===== config.mk =====
export PLATFORM = sky130hd
export DESIGN_NAME = cdr_symbol_fifo
export DESIGN_NICKNAME = d
export VERILOG_FILES = /design/src/rtl/cdr_fifo_pkg.sv /design/src/rtl/cdr_bit_packer.sv /design/src/rtl/cdr_symbol_fifo.sv
export SDC_FILE = /design/constraint.sdc
export NUM_CORES = 1
export LEC_CHECK = 0
export ABC_AREA = 1
export CORE_MARGIN = 2
export CORE_UTILIZATION = 27
export CTS_CLUSTER_DIAMETER = 120
export DETAILED_ROUTE_END_ITERATION = 6
export REMOVE_ABC_BUFFERS = 1
export SYNTH_ARGS = -nofsm -noshare
export SYNTH_HDL_FRONTEND = slang
export SYNTH_HIERARCHICAL = 1
export SYNTH_SLANG_ARGS = --single-unit

===== constraint.sdc =====
create_clock -name i_clk -period 2.4 [get_ports i_clk]
set_input_delay 0.24 -clock i_clk [delete_from_list [all_inputs] [get_ports i_clk]]
set_output_delay 0.24 -clock i_clk [all_outputs]
set_load 0.01 [all_outputs]

===== src/rtl/cdr_fifo_pkg.sv =====
// Shared definitions for the CDR symbol FIFO.
//   - default configuration values used by the top and its sub-module
//   - symbol and pointer types for the default configuration
//   - threshold helpers for the almost-empty and almost-full flags
package cdr_fifo_pkg;

    localparam int unsigned SYM_WIDTH_DEF      = 4;
    localparam int unsigned FIFO_DEPTH_BIT_DEF = 7;
    localparam int unsigned DEPTH              = 2 ** FIFO_DEPTH_BIT_DEF;

    typedef logic [SYM_WIDTH_DEF-1:0]   sym_t;
    typedef logic [FIFO_DEPTH_BIT_DEF:0] ptr_t;

    function automatic logic is_almost_empty(input int unsigned level,
                                             input int unsigned th);
        return level <= th;
    endfunction

    // Written as level + th >= depth so a threshold larger than the depth
    // cannot wrap around.
    function automatic logic is_almost_full(input int unsigned level,
                                            input int unsigned depth,
                                            input int unsigned th);
        return (level + th) >= depth;
    endfunction

endpackage


===== src/rtl/cdr_bit_packer.sv =====
// Serial-to-symbol packer for the CDR output path.
// Collects recovered bits into SYM_WIDTH-bit symbols and emits a one-cycle
// push pulse with the registered symbol when a symbol completes or when a
// flush arrives with a partial symbol pending.
// Ports:
//   clk, rst_n  clock, asynchronous active-low reset
//   bit_valid   recovered-bit strobe
//   rx_bit      recovered bit, sampled with bit_valid
//   flush       emit the pending partial symbol, zero-padded
//   push        one-cycle pulse, sym holds a new symbol
//   sym         packed symbol
module cdr_bit_packer
    import cdr_fifo_pkg::*;
#(
    parameter int unsigned SYM_WIDTH = SYM_WIDTH_DEF,
    parameter int unsigned MSB_FIRST = 1
)(
    input  logic                 clk,
    input  logic                 rst_n,
    input  logic                 bit_valid,
    input  logic                 rx_bit,
    input  logic                 flush,
    output logic                 push,
    output logic [SYM_WIDTH-1:0] sym
);

    localparam int unsigned CW = $clog2(SYM_WIDTH);
    localparam logic [CW-1:0] LAST    = CW'(SYM_WIDTH - 1);
    localparam logic [CW-1:0] CNT_ONE = CW'(1);

    logic [CW-1:0]        count;
    logic [CW-1:0]        pos;
    logic [SYM_WIDTH-1:0] shreg;
    logic [SYM_WIDTH-1:0] shreg_ins;

    // Shift register with the incoming bit already placed at its slot.
    always_comb begin
        pos            = (MSB_FIRST != 0) ? (LAST - count) : count;
        shreg_ins      = shreg;
        shreg_ins[pos] = rx_bit;
    end

    always_ff @(posedge clk or negedge rst_n) begin
        if (!rst_n) begin
            count <= '0;
            shreg <= '0;
            push  <= 1'b0;
            sym   <= '0;
        end else begin
            push <= 1'b0;
            if (bit_valid) begin
                // The bit is taken first; a flush alongside a completing bit
                // collapses into the normal push.
                if (count == LAST || flush) begin
                    sym   <= shreg_ins;
                    push  <= 1'b1;
                    shreg <= '0;
                    count <= '0;
                end else begin
                    shreg <= shreg_ins;
                    count <= count + CNT_ONE;
                end
            end else if (flush && count != '0) begin
                // Unfilled slots are already zero because shreg is cleared
                // after every push.
                sym   <= shreg;
                push  <= 1'b1;
                shreg <= '0;
                count <= '0;
            end
        end
    end

endmodule


===== src/rtl/cdr_symbol_fifo.sv =====
// CDR symbol FIFO: packs recovered bits into symbols, buffers them in a
// 2**FIFO_DEPTH_BIT entry FIFO and serves a CPU-side reader.
// Ports:
//   i_clk, i_rst_n               clock, asynchronous active-low reset
//   i_bit_valid, i_bit           recovered bit stream from the CDR
//   i_flush                      emit pending partial symbol, zero-padded
//   i_rd_en                      read request
//   i_clear                      clear sticky errors, done and frame counter
//   o_data, o_data_valid         registered read data and its strobe
//   o_level                      number of stored symbols
//   o_full, o_empty              level == depth / level == 0
//   o_almost_full, o_almost_empty threshold flags
//   o_wr_err, o_rd_err           sticky overflow / underflow
//   o_done                       sticky, FRAME_SYMS symbols accepted
module cdr_symbol_fifo
    import cdr_fifo_pkg::*;
#(
    parameter int unsigned SYM_WIDTH       = SYM_WIDTH_DEF,
    parameter int unsigned FIFO_DEPTH_BIT  = FIFO_DEPTH_BIT_DEF,
    parameter int unsigned ALMOST_EMPTY_TH = 4,
    parameter int unsigned ALMOST_FULL_TH  = 4,
    parameter int unsigned FRAME_SYMS      = 64,
    parameter int unsigned MSB_FIRST       = 1
)(
    input  logic                    i_clk,
    input  logic                    i_rst_n,
    input  logic                    i_bit_valid,
    input  logic                    i_bit,
    input  logic                    i_flush,
    input  logic                    i_rd_en,
    input  logic                    i_clear,
    output logic [SYM_WIDTH-1:0]    o_data,
    output logic                    o_data_valid,
    output logic [FIFO_DEPTH_BIT:0] o_level,
    output logic                    o_full,
    output logic                    o_empty,
    output logic                    o_almost_full,
    output logic                    o_almost_empty,
    output logic                    o_wr_err,
    output logic                    o_rd_err,
    output logic                    o_done
);

    localparam int unsigned AW          = FIFO_DEPTH_BIT;
    localparam int unsigned PW          = FIFO_DEPTH_BIT + 1;
    localparam int unsigned NUM_ENTRIES = 2 ** FIFO_DEPTH_BIT;
    localparam int unsigned FCW         = (FRAME_SYMS > 0) ? $clog2(FRAME_SYMS + 1) : 1;

    localparam logic [PW-1:0]  PTR_ONE  = PW'(1);
    localparam logic [FCW-1:0] FC_ONE   = FCW'(1);
    localparam logic [FCW-1:0] FRAME_TC = FCW'(FRAME_SYMS);

    logic                 push;
    logic [SYM_WIDTH-1:0] push_sym;

    logic [SYM_WIDTH-1:0] mem [NUM_ENTRIES];

    logic [PW-1:0]  wr_ptr, rd_ptr;
    logic [PW-1:0]  wr_ptr_next, rd_ptr_next;
    logic [PW-1:0]  level_next;
    logic           full_next, empty_next;
    logic           rd_ok, wr_ok;
    logic           wr_err_evt, rd_err_evt;
    logic [FCW-1:0] frame_cnt, frame_cnt_base, frame_cnt_next;
    logic           done_next;

    cdr_bit_packer #(
        .SYM_WIDTH (SYM_WIDTH),
        .MSB_FIRST (MSB_FIRST)
    ) u_packer (
        .clk       (i_clk),
        .rst_n     (i_rst_n),
        .bit_valid (i_bit_valid),
        .rx_bit    (i_bit),
        .flush     (i_flush),
        .push      (push),
        .sym       (push_sym)
    );

    // A read frees a slot in the same edge, so a full FIFO still accepts a
    // write that coincides with a read.
    assign rd_ok      = i_rd_en & ~o_empty;
    assign wr_ok      = push & (~o_full | rd_ok);
    assign wr_err_evt = push & o_full & ~rd_ok;
    assign rd_err_evt = i_rd_en & o_empty;

    always_comb begin
        wr_ptr_next = wr_ok ? (wr_ptr + PTR_ONE) : wr_ptr;
        rd_ptr_next = rd_ok ? (rd_ptr + PTR_ONE) : rd_ptr;
        case ({wr_ok, rd_ok})
            2'b10:   level_next = o_level + PTR_ONE;
            2'b01:   level_next = o_level - PTR_ONE;
            default: level_next = o_level;
        endcase
        full_next  = (wr_ptr_next[AW] != rd_ptr_next[AW]) &&
                     (wr_ptr_next[AW-1:0] == rd_ptr_next[AW-1:0]);
        empty_next = (wr_ptr_next == rd_ptr_next);
    end

    // Saturating frame counter; a clear restarts it but a write in the same
    // cycle still counts.
    always_comb begin
        frame_cnt_base = i_clear ? '0 : frame_cnt;
        frame_cnt_next = frame_cnt_base;
        if (wr_ok && frame_cnt_base != FRAME_TC)
            frame_cnt_next = frame_cnt_base + FC_ONE;
        done_next = (FRAME_SYMS != 0) && (frame_cnt_next == FRAME_TC);
    end

    always_ff @(posedge i_clk) begin
        if (wr_ok)
            mem[wr_ptr[AW-1:0]] <= push_sym;
    end

    always_ff @(posedge i_clk or negedge i_rst_n) begin
        if (!i_rst_n) begin
            wr_ptr         <= '0;
            rd_ptr         <= '0;
            o_level        <= '0;
            o_full         <= 1'b0;
            o_empty        <= 1'b1;
            o_almost_full  <= 1'b0;
            o_almost_empty <= 1'b1;
            o_data         <= '0;
            o_data_valid   <= 1'b0;
            o_wr_err       <= 1'b0;
            o_rd_err       <= 1'b0;
            o_done         <= 1'b0;
            frame_cnt      <= '0;
        end else begin
            wr_ptr         <= wr_ptr_next;
            rd_ptr         <= rd_ptr_next;
            o_level        <= level_next;
            o_full         <= full_next;
            o_empty        <= empty_next;
            o_almost_full  <= is_almost_full(32'(level_next), NUM_ENTRIES, ALMOST_FULL_TH);
            o_almost_empty <= is_almost_empty(32'(level_next), ALMOST_EMPTY_TH);
            o_data_valid   <= rd_ok;
            // When full, read and write share an address; the read sees the
            // old head because the memory updates with non-blocking timing.
            if (rd_ok)
                o_data <= mem[rd_ptr[AW-1:0]];
            // An error in the clearing cycle keeps its flag set.
            o_wr_err  <= wr_err_evt | (o_wr_err & ~i_clear);
            o_rd_err  <= rd_err_evt | (o_rd_err & ~i_clear);
            frame_cnt <= frame_cnt_next;
            o_done    <= done_next;
        end
    end

endmodule


# Yosys cells after proc, flatten, opt, wreduce, memory -nomap -nowiden
# Memories as Yosys holds them, arrays and structs flattened. A register that Yosys moved wholly into a read port is not among the register bits.
# Cells that the tools add are included.
# word_totals
input_bits	7
mem_count	1
mem_bits_rw	512
reg_bits	50
out_inout_bits	20
# mem_list
memory	depth	word_bits	rd	rd_clocked_by_memory_dff	write_ports	line	rtl
mem	128	4	1	1	1	cdr_symbol_fifo.sv:56	logic [SYM_WIDTH-1:0] mem [NUM_ENTRIES];
# op_classes
n_eq_ne	9
bitwise_logic	14
mux	22
addsub	8
order_cmp	4
n_reduce_logical	9
# ops
cell	n
adder 8 x 1 -> 8 bit, second input constant	3
2-to-1 mux 4 bit	6
2-to-1 mux 8 bit	2
case mux 8 bit (2 select lines)	1
2-to-1 mux 7 bit	2
adder 8 x 3 -> 9 bit, second input constant	1
>= comparator 9 x 8 -> 1 bit, second input constant	1
== test 8 bit	1
less-or-equal comparator 8 x 3 -> 1 bit, second input constant	1
subtractor 8 x 1 -> 8 bit, second input constant	1
adder 7 x 1 -> 7 bit, second input constant	1
bitwise AND 1 bit	7
== test 7 bit	1
== test 7 bit, second input constant	1
inequality test 7 bit, second input constant	1
2-to-1 mux 1 bit	6
2-to-1 mux 2 bit	3
bitwise mux 4 bit	1
== test 2 bit, second input constant	2
logical AND 1 bit	4
inverter 1 bit	4
nonzero test 2 bit	2
less-than comparator 2 x 3 -> 1 bit, second input constant	1
OR 1 bit	3
other kinds (10)	10

# Longest topological paths before layout
# logic_depth
depth_word	8
mapped_depth	22

# Modules after synthesis
# The synthesis kept the hierarchy.
# modules_own_cells
module	seq_area_each_um2	n_inst	cells_each	area_each_um2
cdr_symbol_fifo	16453.3	1	2343	24161.9
cdr_bit_packer	275.3	1	73	583.1

# Worst setup path after synthesis
# No wires, ideal clock.
# synth_timing
path_type	register to register
startpoint	reg o_empty
endpoint	reg o_almost_empty
required_time_ps	2333
arrival_time_ps	2328
synth_period_minus_slack_ps	2396
setup_slack_ps	4
path_stages_with_launch	20
n_path_buf	1
path_cell_list	dfstp_2 inv_1 nand2_2 nand2_4 nand2_8 ha_1 buf_2 inv_1 nand2_1 nand2_1 inv_1 ha_1 nand2_1 o21ai_0 or2_1 nand2_1 nand3_1 nor2_1 nand3_1 nor2_1
# synth_between
elab_chain_cells	7
# synth_rtl
item	line	rtl
start: declaration	cdr_symbol_fifo.sv:36	output logic o_empty,
start signal: assignment	cdr_symbol_fifo.sv:135	o_empty <= empty_next;
inverter 1 bit (*)	cdr_symbol_fifo.sv:82	assign rd_ok = i_rd_en & ~o_empty;
bitwise AND 1 bit (*)	cdr_symbol_fifo.sv:82	
OR 1 bit	cdr_symbol_fifo.sv:83	assign wr_ok = push & (~o_full | rd_ok);
bitwise AND 1 bit	cdr_symbol_fifo.sv:83	
== test 2 x 1 -> 1 bit or == test 2 bit (tied branches)	cdr_symbol_fifo.sv:90	case ({wr_ok, rd_ok})
case mux 8 bit (2 select lines) (*)	cdr_symbol_fifo.sv:90	
via level_next[1]	cdr_symbol_fifo.sv:60	logic [PW-1:0] level_next;
less-or-equal comparator 8 x 3 -> 1 bit (*)	cdr_fifo_pkg.sv:16	return level <= th;
end signal: assignment	cdr_symbol_fifo.sv:137	o_almost_empty <= is_almost_empty(32'(level_next), ALMOST_EMPTY_TH);
end: declaration	cdr_symbol_fifo.sv:38	output logic o_almost_empty,
# Mark *: on every way through the listed nets, which the timed path passes. The rest lies on a longest branch.
# A chain may end at the register's enable or synchronous reset.

# Worst setup path after layout
# layout_timing
startpoint	reg o_empty
endpoint	reg o_almost_empty
# layout_between
elab_chain_cells	7
# layout_rtl
item	line
inverter 1 bit (*)	cdr_symbol_fifo.sv:82
bitwise AND 1 bit (*)	cdr_symbol_fifo.sv:82
OR 1 bit	cdr_symbol_fifo.sv:83
bitwise AND 1 bit	cdr_symbol_fifo.sv:83
== test 2 x 1 -> 1 bit or == test 2 bit (tied branches)	cdr_symbol_fifo.sv:90
case mux 8 bit (2 select lines) (*)	cdr_symbol_fifo.sv:90
less-or-equal comparator 8 x 3 -> 1 bit (*)	cdr_fifo_pkg.sv:16
# Mark *: on every way between the ends. The rest lies on a longest branch, timed or not.

==> key figures <==
Synth
  – Cell Area, Synth: 24700 um^2
  – Async set or reset register ratio after synthesis: 0.0954
  – Unique cell type count in the Yosys netlist: 37
  – Synth area leader: edfxtp_1
  – Largest family of logic cells by synthesized area: simple AND/OR/NAND/NOR gates
  – Synth Area in Compound Gates: 0.0288
  – Most common cell in the netlist: nand2_1
  – Synth Area in Simple Gates: 0.231
  – Sequential area share after synthesis: 0.676
  – Synth top area share: 0.621
  – Largest cells by area after synthesis: edfxtp_1 (62%), nand2_1 (11%), nand3_1 (5.7%)
  – Mux share of post-synthesis cell area: 0
  – Cells after synthesis: 2416
  – Synth Register Bits: 566
  – Commonest cells in the netlist: nand2_1 (713), edfxtp_1 (512), nor2_1 (370)
  – Post-Synth XOR/XNOR Area: 0.00910
  – Number of synthesized flops with an enable pin: 512
  – Mean Syn Cell Area: 10.2 um^2
  – Synth Flop Type: edfxtp_1
  – Synth Area in Adders: 0.00556
  – Synth warn: 6

Place
  – Setup Slack @ Placement: -0.191 ns
  – Final HPWL DP: 37.6 mm
  – IO buf count: 26
  – RD Place Congestion: 0.823
  – Dpl cell area: 27100 um^2

Global route
  – GRT Total Usage: 0.130
  – Largest net degree at the start of global routing: 86
  – Vias in the first global route: 16900
  – Initial antenna violation count: 1
  – Total grt overflow: 0
  – Global-route wire length before repair: 96.1 mm

Cells and area
  – Layout area overhead: 17.2%
  – Post-layout util: 0.318
  – Post-route cell area: 29000 um^2
  – Diode count: 0
  – Fin nets: 2506
  – Share of post-route cells with drive strength above 1: 0.0931

Drt
  – DRT met1 WL: 27.2 mm
  – DR iter-0 viols: 1494
  – Top sig layer: met4
  – Routed WL: 61.6 mm
  – Routed vias/inst: 4.54
  – DRC: 0
  – Vias post-DR: 16900
  – Final ANT Viol Nets: 0
  – DR WL met2: 28.7 mm
  – DR WL met3: 3.94 mm
  – Routed wire per std cell: 16.6 um
  – Pre-Repair DR Iteration Count: 5

Floorplan
  – Die ar.: 94100 um^2
  – Initial Util: 0.271
  – Row cnt: 111
  – Core Region: 91200 um^2
  – Overall die width: 307 um
  – I/O pin total: 27
  – Die height: 307 um

STA
  – Slew HR: 0.614
  – Measured slew at the worst slew-check pin: 0.580 ns
  – Clock skew: 0.0245 ns
  – Worst hold slack: 0.203 ns
  – Final Slew Violations: 0
  – Fmax: 0.439 GHz
  – Final setup viols: 0
  – Fin. Hold Viols: 0
  – Unrepaired setup endpoints after global routing: yes
  – Final worst setup slack: 0.122 ns
  – Tmin final: 2.28 ns
  – Period Utilization, post-route: 0.949

Critical path
  – CP required: 2.95 ns
  – Startpoint Class: flop
  – CP Capture Type: flop
  – Crit-path max FO: 7
  – R2r worst-path depth: 16
  – Crit path DAT: 2.83 ns
  – CP Class: flop to flop

CTS
  – Clock transition at the registers of the reported paths: 0.06 ns
  – Clock Latency Late Sink: 0.63 ns
  – Inserted Clock Buffers: 58
  – CTS Sinks: 566
  – Max clock buf depth: 3
  – CTS tree: built
  – Clk root buf: clkbuf_16
  – Htree depth: 2

Power
  – Total power: 0.0316 W
  – VDD IR max: 654 uV
  – Power per cell area: 1090 nW/um^2
  – Leak: 11.1 nW

Outcome
  – Status: finished, final reports clean

Job
  – Max-cap violation count: 0

Hold path
  – Worst hold path type: input pin to async pin
## final timing paths
check	start	slack, ns	end
hold / removal	i_rst_n	0.20	o_level[3]$_DFF_PN0_
setup reg to reg	o_empty$_DFF_PN1_	0.12	o_almost_empty$_DFF_PN1_
max in group asynchronous	i_rst_n	1.49	o_empty$_DFF_PN1_
hold reg to reg	o_rd_err$_DFF_PN0_	0.52	o_rd_err$_DFF_PN0_
setup / recovery	o_empty$_DFF_PN1_	0.12	o_almost_empty$_DFF_PN1_
min in group i_clk	i_rd_en	0.36	o_rd_err$_DFF_PN0_
## critical path, stage by stage (launching register included)
cell and delay, ns:
dfstp_2 0.55, inv_2 0.05, nand2_4 0.06, nand2_4 0.06
nand2_8 0.07, buf_4 0.19, ha_4 0.18, inv_1 0.07
a21oi_1 0.18, inv_1 0.08, nand2_1 0.11, nand2_1 0.06
nand3_1 0.11, nand3_1 0.09, nor2_1 0.13, nand3_1 0.10
nor2_2 0.12
## where the power goes
part | total [W] | internal (W) | leakage [nW] | switching, W
Clock | 0.00868 | 0.00493 | 0.892 | 0.00376
Combinational | 0.0107 | 0.00353 | 4.81 | 0.00719
Sequential | 0.0122 | 0.0116 | 5.36 | 0.000536
## cells in the final DEF, fill, tap and decap left out, types with 4 or more instances in the layout
cell type and n:
nand2_4 4, ha_1 9, clkinv_2 11, nand2_2 7, edfxtp_1 512, xnor2_1 7, buf_12 30, clkbuf_1 15
nor3_1 7, nor2_1 367, inv_1 148, dfrtp_4 6, nand2_1 709, nor2_2 4, xor2_1 15, dfrtp_1 46
a21oi_1 36, nand3_1 280, clkbuf_16 60, buf_4 68, inv_2 8, nand4_1 8, clkdlybuf4s50_1 25, o22ai_1 5
clkinv_1 10, o21ai_0 86, o21ai_1 8
## final cells by class
cell class	count	area, um^2
fill	9102	62200
sequential	566	16800
multi-input combinational	1570	6860
inverter	162	628
timing repair buffer	130	1470
clock buffer	77	1570
clock inverter	29	245
tap	1186	1480
## cells by family (layout without fill, tap and decap cells)
kind of cell / after synthesis / after routing
and+or+nand+nor: 1395 / 1395
DFF: 566 / 566
buffers and inverters: 280 / 398
AOI/OAI and AO/OA: 140 / 140
xor gates and xnor gates: 24 / 24
adders and majority gates: 11 / 11
## sequential cells by signal, summed over array words and instances (netlist names), 2 cells and up
| name | flops |
|---|---|
| o_level | 8 |
| u_packer/shreg | 4 |
| u_packer/count | 2 |
| frame_cnt | 7 |
| o_data | 4 |
| wr_ptr | 8 |
| mem | 512 |
| rd_ptr | 8 |
| u_packer/sym | 4 |
## per-stage QoR
stage,setup TNS (ns),std cells
2_1_floorplan,-64.63,2298
3_3_place_gp,-0.411,3611
3_5_place_dp,-1.67,3611
4_1_cts,0,3718
5_1_grt,-0.0791,3720
6_report,0,3720
## layer usage
metal | track usage | vias up
met5 | 0 | -
met4 | 0.0412 | 0
met3 | 0.0208 | 107
met2 | 0.215 | 515
met1 | 0.174 | 8070
li1 | - | 8206
## what timing repair did
action,CTS,global route
hold buffers,1,0
setup buffers,0,1
endpoints found under the hold margin,34,0
gates resized for setup,0,28
setup endpoints to repair,0,7
(Power assumes the default switching activity.)
